File: config.mk
export PLATFORM = sky130hd
export DESIGN_NAME = aes_encryption_flat
export DESIGN_NICKNAME = d
export VERILOG_FILES = /design/src/rtl/aes_pkg.sv /design/src/rtl/aes_encryption_if.sv /design/src/rtl/aes_sbox.sv /design/src/rtl/aes_encryption.sv /design/src/flat_wrapper.sv
export SDC_FILE = /design/constraint.sdc
export NUM_CORES = 2
export LEC_CHECK = 0
export ABC_AREA = 1
export BUFFER_PORTS_ARGS = -buffer_cell sky130_fd_sc_hd__buf_2
export CAP_MARGIN = 20
export CORE_ASPECT_RATIO = 2
export CORE_MARGIN = 2
export CORE_UTILIZATION = 30
export CTS_BUF_LIST = sky130_fd_sc_hd__clkbuf_16
export CTS_CLUSTER_SIZE = 30
export DETAILED_ROUTE_END_ITERATION = 10
export GPL_ROUTABILITY_DRIVEN = 1
export HOLD_SLACK_MARGIN = 0.1
export PLACE_DENSITY_LB_ADDON = 0.25
export SYNTH_ARGS = -nofsm -noshare
export SYNTH_HDL_FRONTEND = slang
export SYNTH_SLANG_ARGS = --single-unit
File: constraint.sdc
create_clock -name clk_i -period 14.12 [get_ports clk_i]
set_clock_uncertainty 0.1 [all_clocks]
set_input_delay 2.824 -clock clk_i [delete_from_list [all_inputs] [get_ports clk_i]]
set_output_delay 2.824 -clock clk_i [all_outputs]
set_load 0.05 [all_outputs]
File: src/rtl/aes_pkg.sv
// Shared AES-256 definitions: state typedef, FSM encoding, S-box ROM, Rcon table
// and the round helper functions used by the iterative encryptor.
package aes_pkg;

    // Column-major state: index [col][row], byte 0 of the block sits at [0][0].
    typedef logic [0:3][0:3][7:0] aes_state_t;

    typedef enum logic [1:0] {
        ST_IDLE = 2'd0,
        ST_RUN  = 2'd1,
        ST_DONE = 2'd2
    } aes_fsm_t;

    localparam logic [3:0] LAST_ROUND = 4'd14;

    // Only entries 0..6 are consumed; the eighth keeps every index in range.
    localparam logic [0:7][7:0] RCON = {8'h01, 8'h02, 8'h04, 8'h08,
                                        8'h10, 8'h20, 8'h40, 8'h80};

    localparam logic [0:255][7:0] SBOX_ROM = {
        128'h637c777bf26b6fc53001672bfed7ab76,
        128'hca82c97dfa5947f0add4a2af9ca472c0,
        128'hb7fd9326363ff7cc34a5e5f171d83115,
        128'h04c723c31896059a071280e2eb27b275,
        128'h09832c1a1b6e5aa0523bd6b329e32f84,
        128'h53d100ed20fcb15b6acbbe394a4c58cf,
        128'hd0efaafb434d338545f9027f503c9fa8,
        128'h51a3408f929d38f5bcb6da2110fff3d2,
        128'hcd0c13ec5f974417c4a77e3d645d1973,
        128'h60814fdc222a908846eeb814de5e0bdb,
        128'he0323a0a4906245cc2d3ac629195e479,
        128'he7c8376d8dd54ea96c56f4ea657aae08,
        128'hba78252e1ca6b4c6e8dd741f4bbd8b8a,
        128'h703eb5664803f60e613557b986c11d9e,
        128'he1f8981169d98e949b1e87e9ce5528df,
        128'h8ca1890dbfe6426841992d0fb054bb16
    };

    function automatic logic [7:0] sbox_byte(input logic [7:0] b);
        return SBOX_ROM[b];
    endfunction

    function automatic logic [31:0] sub_word(input logic [31:0] w);
        logic [31:0] o;
        o = {sbox_byte(w[31:24]), sbox_byte(w[23:16]),
             sbox_byte(w[15:8]),  sbox_byte(w[7:0])};
        return o;
    endfunction

    // Multiply by x in GF(2^8) modulo x^8+x^4+x^3+x+1.
    function automatic logic [7:0] xtime(input logic [7:0] b);
        return {b[6:0], 1'b0} ^ (b[7] ? 8'h1b : 8'h00);
    endfunction

    function automatic logic [31:0] mix_column(input logic [31:0] col);
        logic [7:0] a0, a1, a2, a3;
        a0 = col[31:24];
        a1 = col[23:16];
        a2 = col[15:8];
        a3 = col[7:0];
        return {xtime(a0) ^ xtime(a1) ^ a1 ^ a2 ^ a3,
                a0 ^ xtime(a1) ^ xtime(a2) ^ a2 ^ a3,
                a0 ^ a1 ^ xtime(a2) ^ xtime(a3) ^ a3,
                xtime(a0) ^ a0 ^ a1 ^ a2 ^ xtime(a3)};
    endfunction

    function automatic aes_state_t mix_columns(input aes_state_t s);
        aes_state_t o;
        for (int c = 0; c < 4; c++) begin
            o[2'(c)] = mix_column(s[2'(c)]);
        end
        return o;
    endfunction

    // Row r rotates left by r bytes.
    function automatic aes_state_t shift_rows(input aes_state_t s);
        aes_state_t o;
        for (int c = 0; c < 4; c++) begin
            for (int r = 0; r < 4; r++) begin
                o[2'(c)][2'(r)] = s[2'(c + r)][2'(r)];
            end
        end
        return o;
    endfunction

endpackage

File: src/rtl/aes_encryption_if.sv
// Job/result handshake bundle of the AES-256 encryptor: valid/ready on the
// input side, valid/yumi on the result side.
interface aes_encryption_if;

    logic         v_i;
    logic         ready_o;
    logic [127:0] plaintext;
    logic [255:0] initial_key;
    logic         v_o;
    logic         yumi_i;
    logic [127:0] ciphertext;

    modport master (
        output v_i,
        output plaintext,
        output initial_key,
        output yumi_i,
        input  ready_o,
        input  v_o,
        input  ciphertext
    );

    modport slave (
        input  v_i,
        input  plaintext,
        input  initial_key,
        input  yumi_i,
        output ready_o,
        output v_o,
        output ciphertext
    );

endinterface

File: src/rtl/aes_sbox.sv
// Forward AES S-box, purely combinational ROM lookup.
module aes_sbox
    import aes_pkg::*;
(
    input  logic [7:0] in_byte,
    output logic [7:0] out_byte
);

    assign out_byte = sbox_byte(in_byte);

endmodule

File: src/rtl/aes_encryption.sv
// Iterative AES-256 encryptor: one round per clock, key schedule expanded on
// the fly through a sliding 256-bit window of expanded-key words.
module aes_encryption
    import aes_pkg::*;
(
    input  logic           clk_i,
    input  logic           reset_i,
    aes_encryption_if.slave bus
);

    aes_fsm_t      state_r;
    aes_fsm_t      next_state_s;
    logic [3:0]    round_r;
    aes_state_t    blk_r;
    logic [255:0]  key_r;
    logic          ready_r;
    logic          v_r;
    logic [127:0]  ct_r;

    logic          accept_s;
    logic          last_round_s;
    aes_state_t    sub_s;
    aes_state_t    shifted_s;
    aes_state_t    mixed_s;
    aes_state_t    round_out_s;
    logic [31:0]   key_sub_s;
    logic [31:0]   key_temp_s;
    logic [31:0]   nw0_s, nw1_s, nw2_s, nw3_s;
    logic [255:0]  key_next_s;

    assign accept_s     = bus.v_i & ready_r;
    assign last_round_s = (round_r == LAST_ROUND);

    for (genvar g = 0; g < 16; g++) begin : g_state_sbox
        aes_sbox u_sbox (
            .in_byte  (blk_r[g / 4][g % 4]),
            .out_byte (sub_s[g / 4][g % 4])
        );
    end

    // Only the first new word of each round needs SubWord, taken from w[4r+3].
    for (genvar g = 0; g < 4; g++) begin : g_key_sbox
        aes_sbox u_sbox (
            .in_byte  (key_r[31 - 8 * g -: 8]),
            .out_byte (key_sub_s[31 - 8 * g -: 8])
        );
    end

    // Round datapath: ShiftRows/MixColumns on the substituted state, then AddRoundKey.
    always_comb begin
        shifted_s = shift_rows(sub_s);
        mixed_s   = mix_columns(shifted_s);
        if (last_round_s) begin
            round_out_s = shifted_s ^ key_r[127:0];
        end else begin
            round_out_s = mixed_s ^ key_r[127:0];
        end
    end

    // Key window advance: odd rounds start a new 8-word group (RotWord + Rcon),
    // even rounds sit at i%8==4 and only substitute.
    always_comb begin
        if (round_r[0]) begin
            key_temp_s = {key_sub_s[23:0], key_sub_s[31:24]} ^ {RCON[round_r[3:1]], 24'h000000};
        end else begin
            key_temp_s = key_sub_s;
        end
        nw0_s      = key_r[255:224] ^ key_temp_s;
        nw1_s      = key_r[223:192] ^ nw0_s;
        nw2_s      = key_r[191:160] ^ nw1_s;
        nw3_s      = key_r[159:128] ^ nw2_s;
        key_next_s = {key_r[127:0], nw0_s, nw1_s, nw2_s, nw3_s};
    end

    // Next-state decode of the job FSM.
    always_comb begin
        next_state_s = state_r;
        case (state_r)
            ST_IDLE: begin
                if (accept_s) begin
                    next_state_s = ST_RUN;
                end else begin
                    next_state_s = ST_IDLE;
                end
            end
            ST_RUN: begin
                if (last_round_s) begin
                    next_state_s = ST_DONE;
                end else begin
                    next_state_s = ST_RUN;
                end
            end
            ST_DONE: begin
                if (bus.yumi_i) begin
                    next_state_s = ST_IDLE;
                end else begin
                    next_state_s = ST_DONE;
                end
            end
            default: begin
                next_state_s = ST_IDLE;
            end
        endcase
    end

    // FSM state register with registered handshake flags.
    always_ff @(posedge clk_i or posedge reset_i) begin
        if (reset_i) begin
            state_r <= ST_IDLE;
            ready_r <= 1'b1;
            v_r     <= 1'b0;
        end else begin
            state_r <= next_state_s;
            ready_r <= (next_state_s == ST_IDLE);
            v_r     <= (next_state_s == ST_DONE);
        end
    end

    // Datapath registers: capture on accept, iterate in RUN, latch result on the last round.
    always_ff @(posedge clk_i or posedge reset_i) begin
        if (reset_i) begin
            round_r <= 4'd0;
            blk_r   <= '0;
            key_r   <= '0;
            ct_r    <= '0;
        end else begin
            case (state_r)
                ST_IDLE: begin
                    if (accept_s) begin
                        blk_r   <= bus.plaintext ^ bus.initial_key[255:128];
                        key_r   <= bus.initial_key;
                        round_r <= 4'd1;
                    end
                end
                ST_RUN: begin
                    blk_r <= round_out_s;
                    key_r <= key_next_s;
                    if (last_round_s) begin
                        ct_r    <= round_out_s;
                        round_r <= 4'd0;
                    end else begin
                        round_r <= round_r + 4'd1;
                    end
                end
                default: begin
                    round_r <= round_r;
                end
            endcase
        end
    end

    assign bus.ready_o    = ready_r;
    assign bus.v_o        = v_r;
    assign bus.ciphertext = ct_r;

endmodule

File: src/flat_wrapper.sv
// flat-port wrapper written by rule: the top's interface ports become plain ports
module aes_encryption_flat import aes_pkg::*;
  (clk_i, reset_i, bus_v_i, bus_plaintext, bus_initial_key, bus_yumi_i, bus_ready_o, bus_v_o, bus_ciphertext);
  aes_encryption_if bus_i ();
  input  logic clk_i;
  input  logic reset_i;
  input wire logic [$bits(bus_i.v_i)-1:0] bus_v_i;
  input wire logic [$bits(bus_i.plaintext)-1:0] bus_plaintext;
  input wire logic [$bits(bus_i.initial_key)-1:0] bus_initial_key;
  input wire logic [$bits(bus_i.yumi_i)-1:0] bus_yumi_i;
  output wire logic [$bits(bus_i.ready_o)-1:0] bus_ready_o;
  output wire logic [$bits(bus_i.v_o)-1:0] bus_v_o;
  output wire logic [$bits(bus_i.ciphertext)-1:0] bus_ciphertext;
  assign bus_i.v_i = bus_v_i;
  assign bus_i.plaintext = bus_plaintext;
  assign bus_i.initial_key = bus_initial_key;
  assign bus_i.yumi_i = bus_yumi_i;
  assign bus_ready_o = bus_i.ready_o;
  assign bus_v_o = bus_i.v_o;
  assign bus_ciphertext = bus_i.ciphertext;
  aes_encryption u_core (.clk_i(clk_i), .reset_i(reset_i), .bus(bus_i));
endmodule
==> impl_metrics.env <==
export IMPL_synth_flop_cell="dfrtp_1"
export IMPL_netlist_top_cells_area="dfrtp_1 (21%), nand3_1 (15%), nand2_1 (14%)"
export IMPL_die_area_mm2=0.1237
export IMPL_ys_warn_count=0
export IMPL_setup_viol=0
export IMPL_r2r_slack_ns=8.72
export IMPL_clockBufferDepth=3
export IMPL_grt_pass1_vias=45070
export IMPL_crit_path_end_kind="register"
export IMPL_min_from="u_core.bus.ciphertext[95]$_DFFE_PP0P_"
export IMPL_crit_arrival_ns=5.74
export IMPL_async_flop_share=1.000
export IMPL_initial_core_util=0.3018
export IMPL_slew_headroom=0.1883
export IMPL_grtUsageTotal=0.3523
export IMPL_globalplace_congestion=1.097
export IMPL_fmaxAchievable_mhz=185.3
export IMPL_via_count=47000
export IMPL_port_buffers=309
export IMPL_place_hpwl_um=166900
export IMPL_drc=0
export IMPL_grt_max_degree=102
export IMPL_ant_nets=0
export IMPL_tritoncts="built"
export IMPL_slew_viol_final=0
export IMPL_synth_common_cells="nand2_1 (1,339), nand3_1 (1,120), inv_1 (537), o21ai_0 (498), nor2_1 (468)"
export IMPL_routed_wl_um=225500
export IMPL_fin_tns_setup_ns=0
export IMPL_grt_pass1_wl_um=321400
export IMPL_hold_class="reg -> reg"
export IMPL_area_growth_pct=9.186
export IMPL_synth_top_area_frac=0.2148
export IMPL_finalNetCount=6586
export IMPL_drv_cap=0
export IMPL_drive_gt1_frac=0.08721
export IMPL_synth_seq_cells=312
export IMPL_die_w_um=249.7
export IMPL_fin_crit_sh=0.3821
export IMPL_first_pass_iters=8
export IMPL_cp_start_kind="register"
export IMPL_hold_viol_final=0
export IMPL_fp_row_count=180
export IMPL_netlist_area_mm2=0.03623
export IMPL_cp_max_fo=11
export IMPL_wl_per_cell_um=29.35
export IMPL_path_class="reg -> reg"
export IMPL_antenna_found_initial=23
export IMPL_tightest_slew_ns=1.207
export IMPL_cts_root_buf="clkbuf_16"
export IMPL_clk_pin_slew_ns=0.06
export IMPL_die_h_um=495.5
export IMPL_required_ns=14.46
export IMPL_cts_buffers=39
export IMPL_r2r_start="u_core.blk_r[120]$_DFFE_PP0P_"
export IMPL_synth_cell_type_count=57
export IMPL_cts_sinks=312
export IMPL_worstRegToRegCells=14
export IMPL_yosysMostFrequentCell="nand2_1"
export IMPL_post_cts_setup_buffers=0
export IMPL_overflow=0
export IMPL_h_tree_depth=2
export IMPL_yosys_area_top_type="dfrtp_1"
export IMPL_grt_setup_unrepaired="no"
export IMPL_initialDrtViolationCount=4864
export IMPL_insertion_delay_ns=0.61
export IMPL_cts_resized=0
export IMPL_min_delay_worst_endpoint="u_core.bus.ciphertext[95]$_DFFE_PP0P_"
export IMPL_min_path_cells=2
export IMPL_syn_area_per_cell_um2=5.968
export IMPL_netlist_instances=6071
export IMPL_synth_edf_count=0
export IMPL_hold_buffers=0
export IMPL_ys_seq_area_frac=0.2155
export IMPL_core_area_mm2=0.1200
export IMPL_avgViaCountPerCell=6.116
export IMPL_num_io_pins=518
export IMPL_period_needed_ns=5.396
export IMPL_r2r_end="u_core.blk_r[123]$_DFFE_PP0P_"
export IMPL_status="finished, final reports clean"
## cells by family (layout without fill, tap and decap cells)
logic type | Yosys count | after routing | synth area share
AO/OA/AOI/OAI | 1387 | 1387 | 0.2368
XOR/XNOR | 22 | 22 | 0.005318
adder cells (fa/ha/maj) | 106 | 106 | 0.03660
buffers and inverters | 1102 | 1051 | 0.1313
flip-flops | 312 | 312 | 0.2155
other | 1 | 118 | 0.0001035
AND/OR/NAND/NOR | 3141 | 3141 | 0.3744
## per-layer routing
layer,share of wire,GRT usage,vias to the layer above
li1,-,-,20880
met1,0.33,0.3647,22120
met2,0.47,0.5981,3006
met3,0.083,0.07065,978
met4,0.11,0.3269,14
met5,0.00039,0,-
## metrics by stage
stage          hold slack, ns  area [µm²]  instances  setup slack, ns  utilization
2_1_floorplan          0.3715       36620       6174            2.568            -
3_3_place_gp           0.3633       38240       7597            8.319       0.3186
3_5_place_dp           0.3659       38240       7597            8.203       0.3186
4_1_cts                0.3821       39520       7669            8.793       0.3292
5_1_grt                0.4068       39540       7674            8.610       0.3294
6_report               0.3819       39560       7684            8.724       0.3296
## worst max-delay path by stage
stage / startpoint / endpoint / slack (ns) / cells after the start
after floorplan: reset_i / u_core.blk_r[120]$_DFFE_PP0P_ / 2.57 / 1
after global placement: bus_v_i / u_core.key_r[36]$_DFFE_PP0P_ / 8.32 / 7
after detailed placement: bus_v_i / u_core.key_r[98]$_DFFE_PP0P_ / 8.20 / 7
after CTS: bus_v_i / u_core.key_r[98]$_DFFE_PP0P_ / 8.79 / 7
after global routing: bus_v_i / u_core.key_r[98]$_DFFE_PP0P_ / 8.61 / 7
final: u_core.blk_r[120]$_DFFE_PP0P_ / u_core.blk_r[123]$_DFFE_PP0P_ / 8.72 / 14
## layout by cell type (no fill, tap or decap), types with 9 or more instances in the layout
cell type	synthesis	final
buf_4	120	96
nor2_1	468	467
a21oi_1	219	219
o211ai_1	199	199
o21ai_0	498	498
clkinv_1	11	22
clkbuf_16	0	40
xor2_1	16	16
nand3_1	1120	1120
diode_2	0	14
a211oi_1	9	9
nand2_1	1339	1338
dfrtp_1	311	310
a31oi_1	44	44
inv_1	537	542
nand2_2	14	14
o21ai_1	30	30
o31ai_1	24	24
a221oi_1	110	110
buf_2	93	309
inv_2	25	24
nor2_2	16	16
ha_1	106	106
o22ai_1	145	145
conb_1	1	104
nor3_1	139	139
o311ai_0	23	22
o221ai_1	48	48
nand4_1	25	25
## final cells by class
class                   count  area [µm²]
multi-input cells        4760       24070
diodes                     14       35.03
clock inverters            32       272.8
well taps                1547        1936
clock buffers              40        1001
fillers                 13690       80480
flip-flops and latches    312        7810
inverters                 574        2172
repair buffers            405        2267
## sequential cells by signal, summed over array words and instances (netlist names)
signal / count
u_core.blk_r: 24
u_core.bus.ciphertext: 24
u_core.bus.ready_o: 1
u_core.bus.v_o: 1
u_core.key_r: 256
u_core.round_r: 4
u_core.state_r: 2
## critical path, stage by stage (launching register included)
cell,delay (ns)
dfrtp_1,0.66
inv_1,0.58
ha_1,0.56
inv_1,0.08
nand2_1,0.40
nor2_1,0.12
nand2_1,0.32
nand2_1,0.18
o21ai_0,0.78
a21oi_1,0.17
o21ai_0,0.29
o21ai_0,0.32
xor2_1,0.26
o211ai_1,0.28
o21ai_0,0.13
Power is left out: the tool's default activity adds up to more than one toggle a clock period on the data nets, which glitch-free logic cannot reach.
